===== src/rtl/async_fifo_pkg.sv =====
// Shared pointer-encoding helpers for the Gray-pointer FIFO.
package async_fifo_pkg;

    // Widest pointer the helpers support; narrower pointers are zero-extended.
    localparam int unsigned MAX_PTR_W = 16;

    typedef logic [MAX_PTR_W-1:0] ptr_t;

    // Binary to reflected Gray code.
    function automatic ptr_t bin2gray(input ptr_t b);
        return b ^ (b >> 1);
    endfunction

    // Reflected Gray code to binary; leading zeros from zero-extension are harmless.
    function automatic ptr_t gray2bin(input ptr_t g);
        ptr_t b;
        b = g;
        for (int unsigned i = 1; i < MAX_PTR_W; i++) begin
            b = b ^ (g >> i);
        end
        return b;
    endfunction

endpackage


===== src/rtl/fifo_ptr_sync.sv =====
// Two-flop synchroniser for a Gray-coded pointer crossing to the other side.
module fifo_ptr_sync #(
    parameter int unsigned WIDTH = 5
) (
    input  logic             clk,
    input  logic             rst_n,
    input  logic [WIDTH-1:0] d,
    output logic [WIDTH-1:0] q
);

    logic [WIDTH-1:0] meta;

    // First stage may go metastable once the sides are split; second stage resolves it.
    always_ff @(posedge clk) begin
        if (!rst_n) begin
            meta <= '0;
            q    <= '0;
        end else begin
            meta <= d;
            q    <= meta;
        end
    end

endmodule


===== src/rtl/async_fifo.sv =====
// FIFO with Gray-coded pointers exchanged through synchronisers; single clock for now.
module async_fifo
    import async_fifo_pkg::*;
#(
    parameter int unsigned DATA_WIDTH       = 8,
    parameter int unsigned FIFO_DEPTH_WIDTH = 5
) (
    input  logic                        clk,
    input  logic                        rst_n,
    input  logic                        write,
    input  logic [DATA_WIDTH-1:0]       data_write,
    input  logic                        read,
    output logic [DATA_WIDTH-1:0]       data_read,
    output logic                        full,
    output logic                        empty,
    output logic [FIFO_DEPTH_WIDTH-1:0] data_count_w,
    output logic [FIFO_DEPTH_WIDTH-1:0] data_count_r
);

    localparam int unsigned PW    = FIFO_DEPTH_WIDTH;
    localparam int unsigned DEPTH = 1 << PW;

    logic [DATA_WIDTH-1:0] mem [DEPTH];

    logic [PW-1:0] wptr, rptr;
    logic [PW-1:0] wptr_gray, rptr_gray;
    logic [PW-1:0] wq2_wptr, rq2_rptr;
    logic [PW-1:0] wq2_bin, rq2_bin;
    logic [PW-1:0] wptr_inc, rptr_inc;
    logic          write_en, read_en;

    // Write pointer seen by the read side, and read pointer seen by the write side.
    fifo_ptr_sync #(.WIDTH(PW)) u_wptr_sync (
        .clk   (clk),
        .rst_n (rst_n),
        .d     (wptr_gray),
        .q     (wq2_wptr)
    );

    fifo_ptr_sync #(.WIDTH(PW)) u_rptr_sync (
        .clk   (clk),
        .rst_n (rst_n),
        .d     (rptr_gray),
        .q     (rq2_rptr)
    );

    // Flags and counts from registered pointers; synchronised views are decoded first.
    always_comb begin
        wq2_bin      = PW'(gray2bin(ptr_t'(wq2_wptr)));
        rq2_bin      = PW'(gray2bin(ptr_t'(rq2_rptr)));
        wptr_inc     = wptr + PW'(1);
        rptr_inc     = rptr + PW'(1);
        full         = (wptr_inc == rq2_bin);
        empty        = (wq2_bin == rptr);
        data_count_w = wptr - rq2_bin;
        data_count_r = wq2_bin - rptr;
        write_en     = write & ~full;
        read_en      = read & ~empty;
    end

    // Write-side pointer and its Gray copy.
    always_ff @(posedge clk) begin
        if (!rst_n) begin
            wptr      <= '0;
            wptr_gray <= '0;
        end else if (write_en) begin
            wptr      <= wptr_inc;
            wptr_gray <= PW'(bin2gray(ptr_t'(wptr_inc)));
        end
    end

    // Read-side pointer, its Gray copy and the registered read data.
    always_ff @(posedge clk) begin
        if (!rst_n) begin
            rptr      <= '0;
            rptr_gray <= '0;
            data_read <= '0;
        end else if (read_en) begin
            rptr      <= rptr_inc;
            rptr_gray <= PW'(bin2gray(ptr_t'(rptr_inc)));
            data_read <= mem[rptr];
        end
    end

    // Storage is not reset; the one-slot gap keeps write and read slots distinct.
    always_ff @(posedge clk) begin
        if (rst_n && write_en) begin
            mem[wptr] <= data_write;
        end
    end

endmodule


===== config.mk =====
export PLATFORM = sky130hd
export DESIGN_NAME = async_fifo
export DESIGN_NICKNAME = d
export VERILOG_FILES = /design/src/rtl/async_fifo_pkg.sv /design/src/rtl/fifo_ptr_sync.sv /design/src/rtl/async_fifo.sv
export SDC_FILE = /design/constraint.sdc
export NUM_CORES = 1
export LEC_CHECK = 0
export ABC_AREA = 1
export BUFFER_PORTS_ARGS = -buffer_cell sky130_fd_sc_hd__buf_4
export CORE_UTILIZATION = 66
export CTS_CLUSTER_SIZE = 12
export DETAILED_ROUTE_END_ITERATION = 12
export HOLD_SLACK_MARGIN = 0.03
export PLACE_DENSITY = 0.92
export SLEW_MARGIN = 20
export SYNTH_ARGS = -nofsm -noshare
export SYNTH_HDL_FRONTEND = slang
export SYNTH_SLANG_ARGS = --single-unit

===== constraint.sdc =====
create_clock -name clk -period 5.9 [get_ports clk]
set_input_delay 1.18 -clock clk [delete_from_list [all_inputs] [get_ports clk]]
set_output_delay 1.18 -clock clk [all_outputs]
set_load 0.05 [all_outputs]

==> summary.txt, run 1 <==
Status
  – Status: finished clean

Worst setup path
  – Top delay family on crit path: XOR/XNOR gates
  – Reg2Reg Depth: 13
  – RR Startpoint: u_rptr_sync.q[4]
  – Worst Path Buf+Inv: 2
  – Worst Setup End Kind: output port
  – CP max stage cell: fa_1
  – Setup CP Type: reg2out
  – Critical path launch point type: flop
  – WP data required: 4.72 ns
  – CP peak stage delay: 0.44 ns
  – Worst Path Max Fanout: 3
  – RR Endpoint: mem[4][4]
  – Crit-path cells: xor2_1, xor2_1, xnor2_1, inv_1, ha_1, fa_1, o21ai_0, xor2_1, buf_4
  – Worst path arrival time: 3.16 ns
  – Reg2Reg Setup Slack: 2.14 ns
  – Cell with the most instances on the worst path: xor2_1

Floorplan
  – Die height: 142.1 um
  – Initial Util: 68.35%
  – Die width: 142.1 um
  – Die Area: 20200 um^2
  – # rows: 50
  – Core ar.: 18960 um^2
  – I/O Pins: 32

Power and ir drop
  – Sw Pwr: 1207 uW
  – Peak supply drop: 0.2610 mV
  – P_int: 3499 uW
  – Comb pwr share: 12.0%
  – Pwr Density: 329.7 nW/um^2
  – Sequential Power Share: 50.5%
  – Clock network power share: 37.6%
  – Lkg Pwr: 0.005456 uW
  – Sw Ratio: 25.65%
  – Total power: 4706 uW

Synthesis
  – Post-synthesis sequential area ratio: 66.44%
  – Synth Register Bits: 302
  – Yosys warns: 0
  – Top cells by area, synth: edfxtp_1 (59%), nand2_1 (7.2%), dfxtp_1 (7.1%)
  – Synth top area share: 59.33%
  – Synth Cell Area: 12960 um^2
  – Mean Syn Cell Area: 10.41 um^2
  – Synth cell types: 30
  – Post-synth EDFFs: 256
  – Post-Syn Instances: 1244
  – Syn Nets: 1271
  – Largest area contributor in the netlist: edfxtp_1
  – Synth async-reset ratio: 0%
  – Commonest cells post-synth: edfxtp_1 (256), nand2_1 (250), nor2_1 (204)
  – Most common cell in the netlist: edfxtp_1
  – Most used flip-flop cell after synthesis: edfxtp_1

Global route
  – Initial antenna violation count: 0
  – Global-route total usage across every layer: 31.01%
  – First-pass GRT wire length: 47.44 mm
  – Number of global-route vias before repair: 8795
  – Largest net degree at the start of global routing: 111
  – Grt total ovfl: 0

Final layout
  – Area growth syn-to-layout: 10.17%
  – Post-layout util: 75.30%
  – Diodes inserted: 0
  – # fillers: 1094
  – Share of layout cells above drive strength 1: 9.220%
  – Non-Filler Instances: 1529
  – Nets: 1275

Timing
  – Setup Viol. Count Final: 0
  – Final hold vios: 0
  – Slew @ Worst Pin: 1.132 ns
  – Final setup skew: 0.01331 ns
  – RSZ-0062 raised after global routing: false
  – Tcrit/Tclk final: 73.57%
  – Final Max Slew Viols: 0
  – Worst relative slew slack: 23.92%
  – FMAX: 230.4 MHz
  – Crit path time final: 4.341 ns
  – Setup TNS Final: 0 ns

Placement
  – Placed cells: 1475
  – DP HPWL: 17.92 mm
  – IO buf count: 31
  – GP Congestion: 0.9070

Routing
  – ANT nets after route: 0
  – Post-Route WL: 30.80 mm
  – DR WL/cell: 20.15 um
  – DRT Pass-1 Iters: 6
  – 1st-iter DRT viols: 1456
  – DR DRC count: 0
  – Vias per std cell: 6.097
  – Via count: 9323

Worst hold path
  – Hold Path End: u_wptr_sync.q[2]
  – Hold wc startpoint: u_wptr_sync.meta[2]
  – Hold path cells: 2
  – Worst Hold Class: reg2reg

Clock tree
  – Clock sink total: 302
  – Total CTS buffers: 31
  – CTS tree: yes
  – H-tree levels: 1
  – Clk buf depth: 3
  – Root Driver: clkbuf_16
  – Post-CTS sizing: 0
  – Postcts setup bufs: 0
  – Clk_lat worst skew: 0.55 ns
  – Clk pin slew, worst setup/hold paths: 0.06 ns
  – Cts hold-fix bufs: 0

Job
  – Max-cap violation count: 0
==> logic make-up after synthesis <==
kind of cell,synth area share (%)
DFF,66.44
and+or+nand+nor,18.29
xor gates and xnor gates,1.487
adders and majority gates,1.565
AOI/OAI and AO/OA,6.760
buffers and inverters,5.456
==> how the worst max path moves through the flow <==
stage	from	slack [ns]	cells past startpoint	end
floorplan	u_wptr_sync.q[4]	2.03	8	data_count_r[4]
global placement	u_wptr_sync.q[4]	2.35	9	data_count_r[4]
detailed placement	u_wptr_sync.q[4]	2.17	9	data_count_r[4]
CTS	u_wptr_sync.q[4]	1.58	9	data_count_r[4]
global route	u_wptr_sync.q[4]	1.46	9	data_count_r[4]
finish	u_wptr_sync.q[4]	1.56	9	data_count_r[4]
==> registers in the layout, indices dropped and copies added (netlist names) <==
signal,count
u_rptr_sync.q,5
wptr_gray,4
rptr,4
u_wptr_sync.q,5
u_wptr_sync.meta,5
wptr,5
mem,256
rptr_gray,5
data_read,8
u_rptr_sync.meta,5
==> per-stage QoR <==
step	setup WS (ns)	instance area, um^2	hold WS [ns]
6_report	1.559	14270	0.4269
5_1_grt	1.458	14270	0.4338
4_1_cts	1.583	14160	0.4238
3_5_place_dp	2.168	13250	0.4105
3_3_place_gp	2.352	13250	0.4147
2_1_floorplan	2.028	12960	0.3905
==> layer usage <==
| layer | GRT usage [%] | vias to the layer above | part of all wire [%] |
|---|---|---|---|
| li1 | - | 4196 | - |
| met1 | 40.91 | 4338 | 36 |
| met2 | 50.21 | 656 | 48 |
| met3 | 6.057 | 133 | 12 |
| met4 | 14.04 | 0 | 5.0 |
| met5 | 0 | - | 0 |
==> layout make-up <==
class / instances / area (um^2) / area share (%)
Sequential cell: 302 / 8612 / 60.33
Multi-Input combinational cell: 773 / 3756 / 26.31
Clock buffer: 47 / 879.6 / 6.162
Inverter: 102 / 384.1 / 2.691
Tap cell: 260 / 325.3 / 2.279
Timing Repair Buffer: 38 / 285.3 / 1.999
Clock inverter: 7 / 31.28 / 0.2191
==> cells in the final DEF (no fill, tap or decap), drive strengths merged <==
cell type	synthesis	layout
nand3	86	86
o21a	2	2
nor3	31	31
nand4	1	1
a21oi	13	13
nand2	256	256
clkinv	5	13
xor2	14	14
inv	97	96
ha	13	13
edfxtp	256	256
o211ai	32	32
clkbuf	25	47
o22ai	1	1
o21ai	106	106
xnor2	8	8
a31oi	3	3
buf	42	38
fa	2	2
dfxtp	46	46
nor2	205	205
==> power by group through the flow <==
stage          clock network [uW]  logic [uW]  registers [uW]
2_1_floorplan                   0         359            2430
3_3_place_gp                    0         508            2420
3_5_place_dp                    0         531            2420
4_1_cts                      1770         542            2370
5_1_grt                      1860         604            2380
6_report                     1770         563            2380
==> worst min-delay path, delay by kind of cell (launching register included) <==
kind	cells	cell delay [ns]
buffers and inverters	1	0.05
DFF	1	0.30
and+or+nand+nor	1	0.04
Note: power is estimated with default switching activity, not from simulation.
==> run 2, diff against run 1 <==
--- a/config.mk
+++ b/config.mk
@@ -7,11 +7,11 @@
 export LEC_CHECK = 0
 export ABC_AREA = 1
 export BUFFER_PORTS_ARGS = -buffer_cell sky130_fd_sc_hd__buf_4
-export CORE_UTILIZATION = 66
+export CORE_UTILIZATION = 56
 export CTS_CLUSTER_SIZE = 12
 export DETAILED_ROUTE_END_ITERATION = 12
 export HOLD_SLACK_MARGIN = 0.03
-export PLACE_DENSITY = 0.92
+export PLACE_DENSITY = 0.83
 export SLEW_MARGIN = 20
 export SYNTH_ARGS = -nofsm -noshare
 export SYNTH_HDL_FRONTEND = slang
==> constraint.sdc (replaced) <==
create_clock -name clk -period 3.9 [get_ports clk]
set_input_delay 0.78 -clock clk [delete_from_list [all_inputs] [get_ports clk]]
set_output_delay 0.78 -clock clk [all_outputs]
set_load 0.05 [all_outputs]
==> run 2 against run 1 <==
- clock power increased by 54%
- clock skew shrank 0.0016 ns
- non-clock buffer count increased by 34
- power up 52%
- hold slack worse by 0.0023 ns
- critical endpoint unchanged
- largest cell class unchanged
- highest routed layer unchanged
==> summary.txt, run 2 (same netlist as run 1, synthesis figures left out) <==
Worst setup path
  – WP data required: 3.12 ns
  – Worst path arrival time: 2.90 ns
  – WP depth: 9
  – Worst Path Buf+Inv: 2
  – Cell with the most instances on the worst path: xor2_2
  – Worst Setup End Kind: output port
  – Reg2Reg Setup Slack: 0.79 ns
  – CP max stage cell: fa_1
  – RR Startpoint: u_rptr_sync.q[4]
  – Worst Path Max Fanout: 3
  – CP peak stage delay: 0.43 ns
  – Setup CP Type: reg2out
  – Reg2Reg Depth: 13
  – Critical path launch point type: flop
  – Top delay family on crit path: XOR/XNOR gates
  – RR Endpoint: mem[31][1]
  – Crit-path cells: xor2_2, xor2_2, xnor2_1, inv_1, ha_1, fa_1, o21ai_0, xor2_1, buf_4

Clock tree
  – Root Driver: clkbuf_16
  – CTS tree: yes
  – Clk pin slew, worst setup/hold paths: 0.06 ns
  – Clk_lat worst skew: 0.55 ns
  – Cts hold-fix bufs: 0
  – Clock sink total: 302
  – Post-CTS sizing: 0
  – Postcts setup bufs: 0
  – H-tree levels: 1
  – Clk buf depth: 3
  – Total CTS buffers: 31

Timing
  – Worst setup margin: 0.2172 ns
  – Tcrit/Tclk final: 94.43%
  – Setup TNS Final: 0 ns
  – Slew @ Worst Pin: 1.032 ns
  – Worst relative slew slack: 31.18%
  – RSZ-0062 raised after global routing: true
  – Final setup skew: 0.01169 ns
  – Setup Viol. Count Final: 0
  – FMAX: 271.5 MHz
  – Final Max Slew Viols: 0
  – Crit path time final: 3.683 ns
  – Final hold vios: 0

Power and ir drop
  – P_int: 5348 uW
  – Sw Ratio: 25.13%
  – Pwr Density: 493.2 nW/um^2
  – Sequential Power Share: 49.9%
  – Clock network power share: 38.1%
  – Peak supply drop: 0.4189 mV
  – Total power: 7143 uW
  – Lkg Pwr: 0.005647 uW
  – Comb pwr share: 12.0%
  – Sw Pwr: 1795 uW

Worst hold path
  – Hold path cells: 2
  – Hold wc startpoint: u_wptr_sync.meta[2]
  – Hold Path End: u_wptr_sync.q[2]
  – Worst Hold Class: reg2reg

Global route
  – Number of global-route vias before repair: 8575
  – Largest net degree at the start of global routing: 118
  – Global-route total usage across every layer: 25.10%
  – First-pass GRT wire length: 45.98 mm
  – Initial antenna violation count: 0
  – Grt total ovfl: 0

Placement
  – Pre-CTS setup slack: 0.6412 ns
  – DP HPWL: 17.33 mm
  – IO buf count: 31
  – GP Congestion: 0.8588
  – Area after DPL: 13530 um^2

Final layout
  – Top Registers: mem (256), data_read (8)
  – Fin area: 14480 um^2
  – Most frequent cells in the layout: edfxtp_1 (256), nand2_1 (250), nor2_1 (204)
  – Commonest non-fill, non-tap cell in the layout: edfxtp_1
  – Area growth syn-to-layout: 11.77%
  – Share of layout cells above drive strength 1: 9.992%
  – Max FFs per register: 256
  – Diodes inserted: 0
  – # fillers: 1654
  – Biggest register: mem
  – Nets: 1309

Floorplan
  – # rows: 55
  – Die height: 154.1 um
  – Die width: 154.1 um
  – Initial Util: 57.23%
  – Core ar.: 22640 um^2
  – I/O Pins: 32
  – Die Area: 23750 um^2

Routing
  – ANT nets after route: 0
  – Via count: 9013
  – 1st-iter DRT viols: 1058
  – DR DRC count: 0
  – DR WL/cell: 18.34 um
  – Post-Route WL: 29.08 mm
  – DRT Pass-1 Iters: 5
  – Vias per std cell: 5.683

Status
  – Status: finished clean

Job
  – Max-cap violation count: 0
## run 2: layout make-up
| cell class | instances | area [um^2] | share of cell area, % |
|---|---|---|---|
| repair buffers | 72 | 553.0 | 3.819 |
| well taps | 285 | 356.6 | 2.462 |
| flip-flops and latches | 302 | 8612 | 59.47 |
| multi-input cells | 773 | 3656 | 25.25 |
| inverters | 102 | 384.1 | 2.652 |
| clock inverters | 5 | 53.80 | 0.3715 |
| clock buffers | 47 | 865.8 | 5.979 |
## run 2: stage by stage
stage | std cells | util [%] | hold WS [ns]
6_report | 1586 | 63.96 | 0.4245
5_1_grt | 1586 | 63.96 | 0.4481
4_1_cts | 1585 | 63.81 | 0.4289
3_5_place_dp | 1533 | 59.75 | 0.3967
3_3_place_gp | 1533 | 59.75 | 0.3964
2_1_floorplan | 1244 | - | 0.3905
## run 2: worst max path at each step
stage | from | to | slack [ns]
4_1_cts | u_wptr_sync.q[4] | data_count_r[4] | 0.06
3_3_place_gp | u_wptr_sync.q[4] | data_count_r[4] | 0.73
6_report | u_wptr_sync.q[4] | data_count_r[4] | 0.22
2_1_floorplan | u_wptr_sync.q[4] | data_count_r[4] | 0.43
5_1_grt | u_wptr_sync.q[4] | data_count_r[4] | -0.003
3_5_place_dp | u_wptr_sync.q[4] | data_count_r[4] | 0.64
## run 2: layer usage
layer | up-vias | wire, um | global-route usage [%]
li1 | 4256 | - | -
met1 | 4209 | 11290 | 34.00
met2 | 470 | 14250 | 41.15
met3 | 78 | 2574 | 4.030
met4 | 0 | 964 | 9.190
met5 | - | 0 | 0
## run 2: power by group through the flow
stage | Combinational (uW) | Clock (uW) | Sequential [uW]
2_1_floorplan | 542 | 0 | 3670
3_3_place_gp | 815 | 0 | 3630
3_5_place_dp | 836 | 0 | 3630
4_1_cts | 842 | 2750 | 3560
5_1_grt | 929 | 2890 | 3570
6_report | 855 | 2720 | 3570
## run 2: worst min-delay path: stages, from the launching register on
cell	delay, ns
dfxtp_1	0.31
nand2_1	0.05
inv_1	0.04
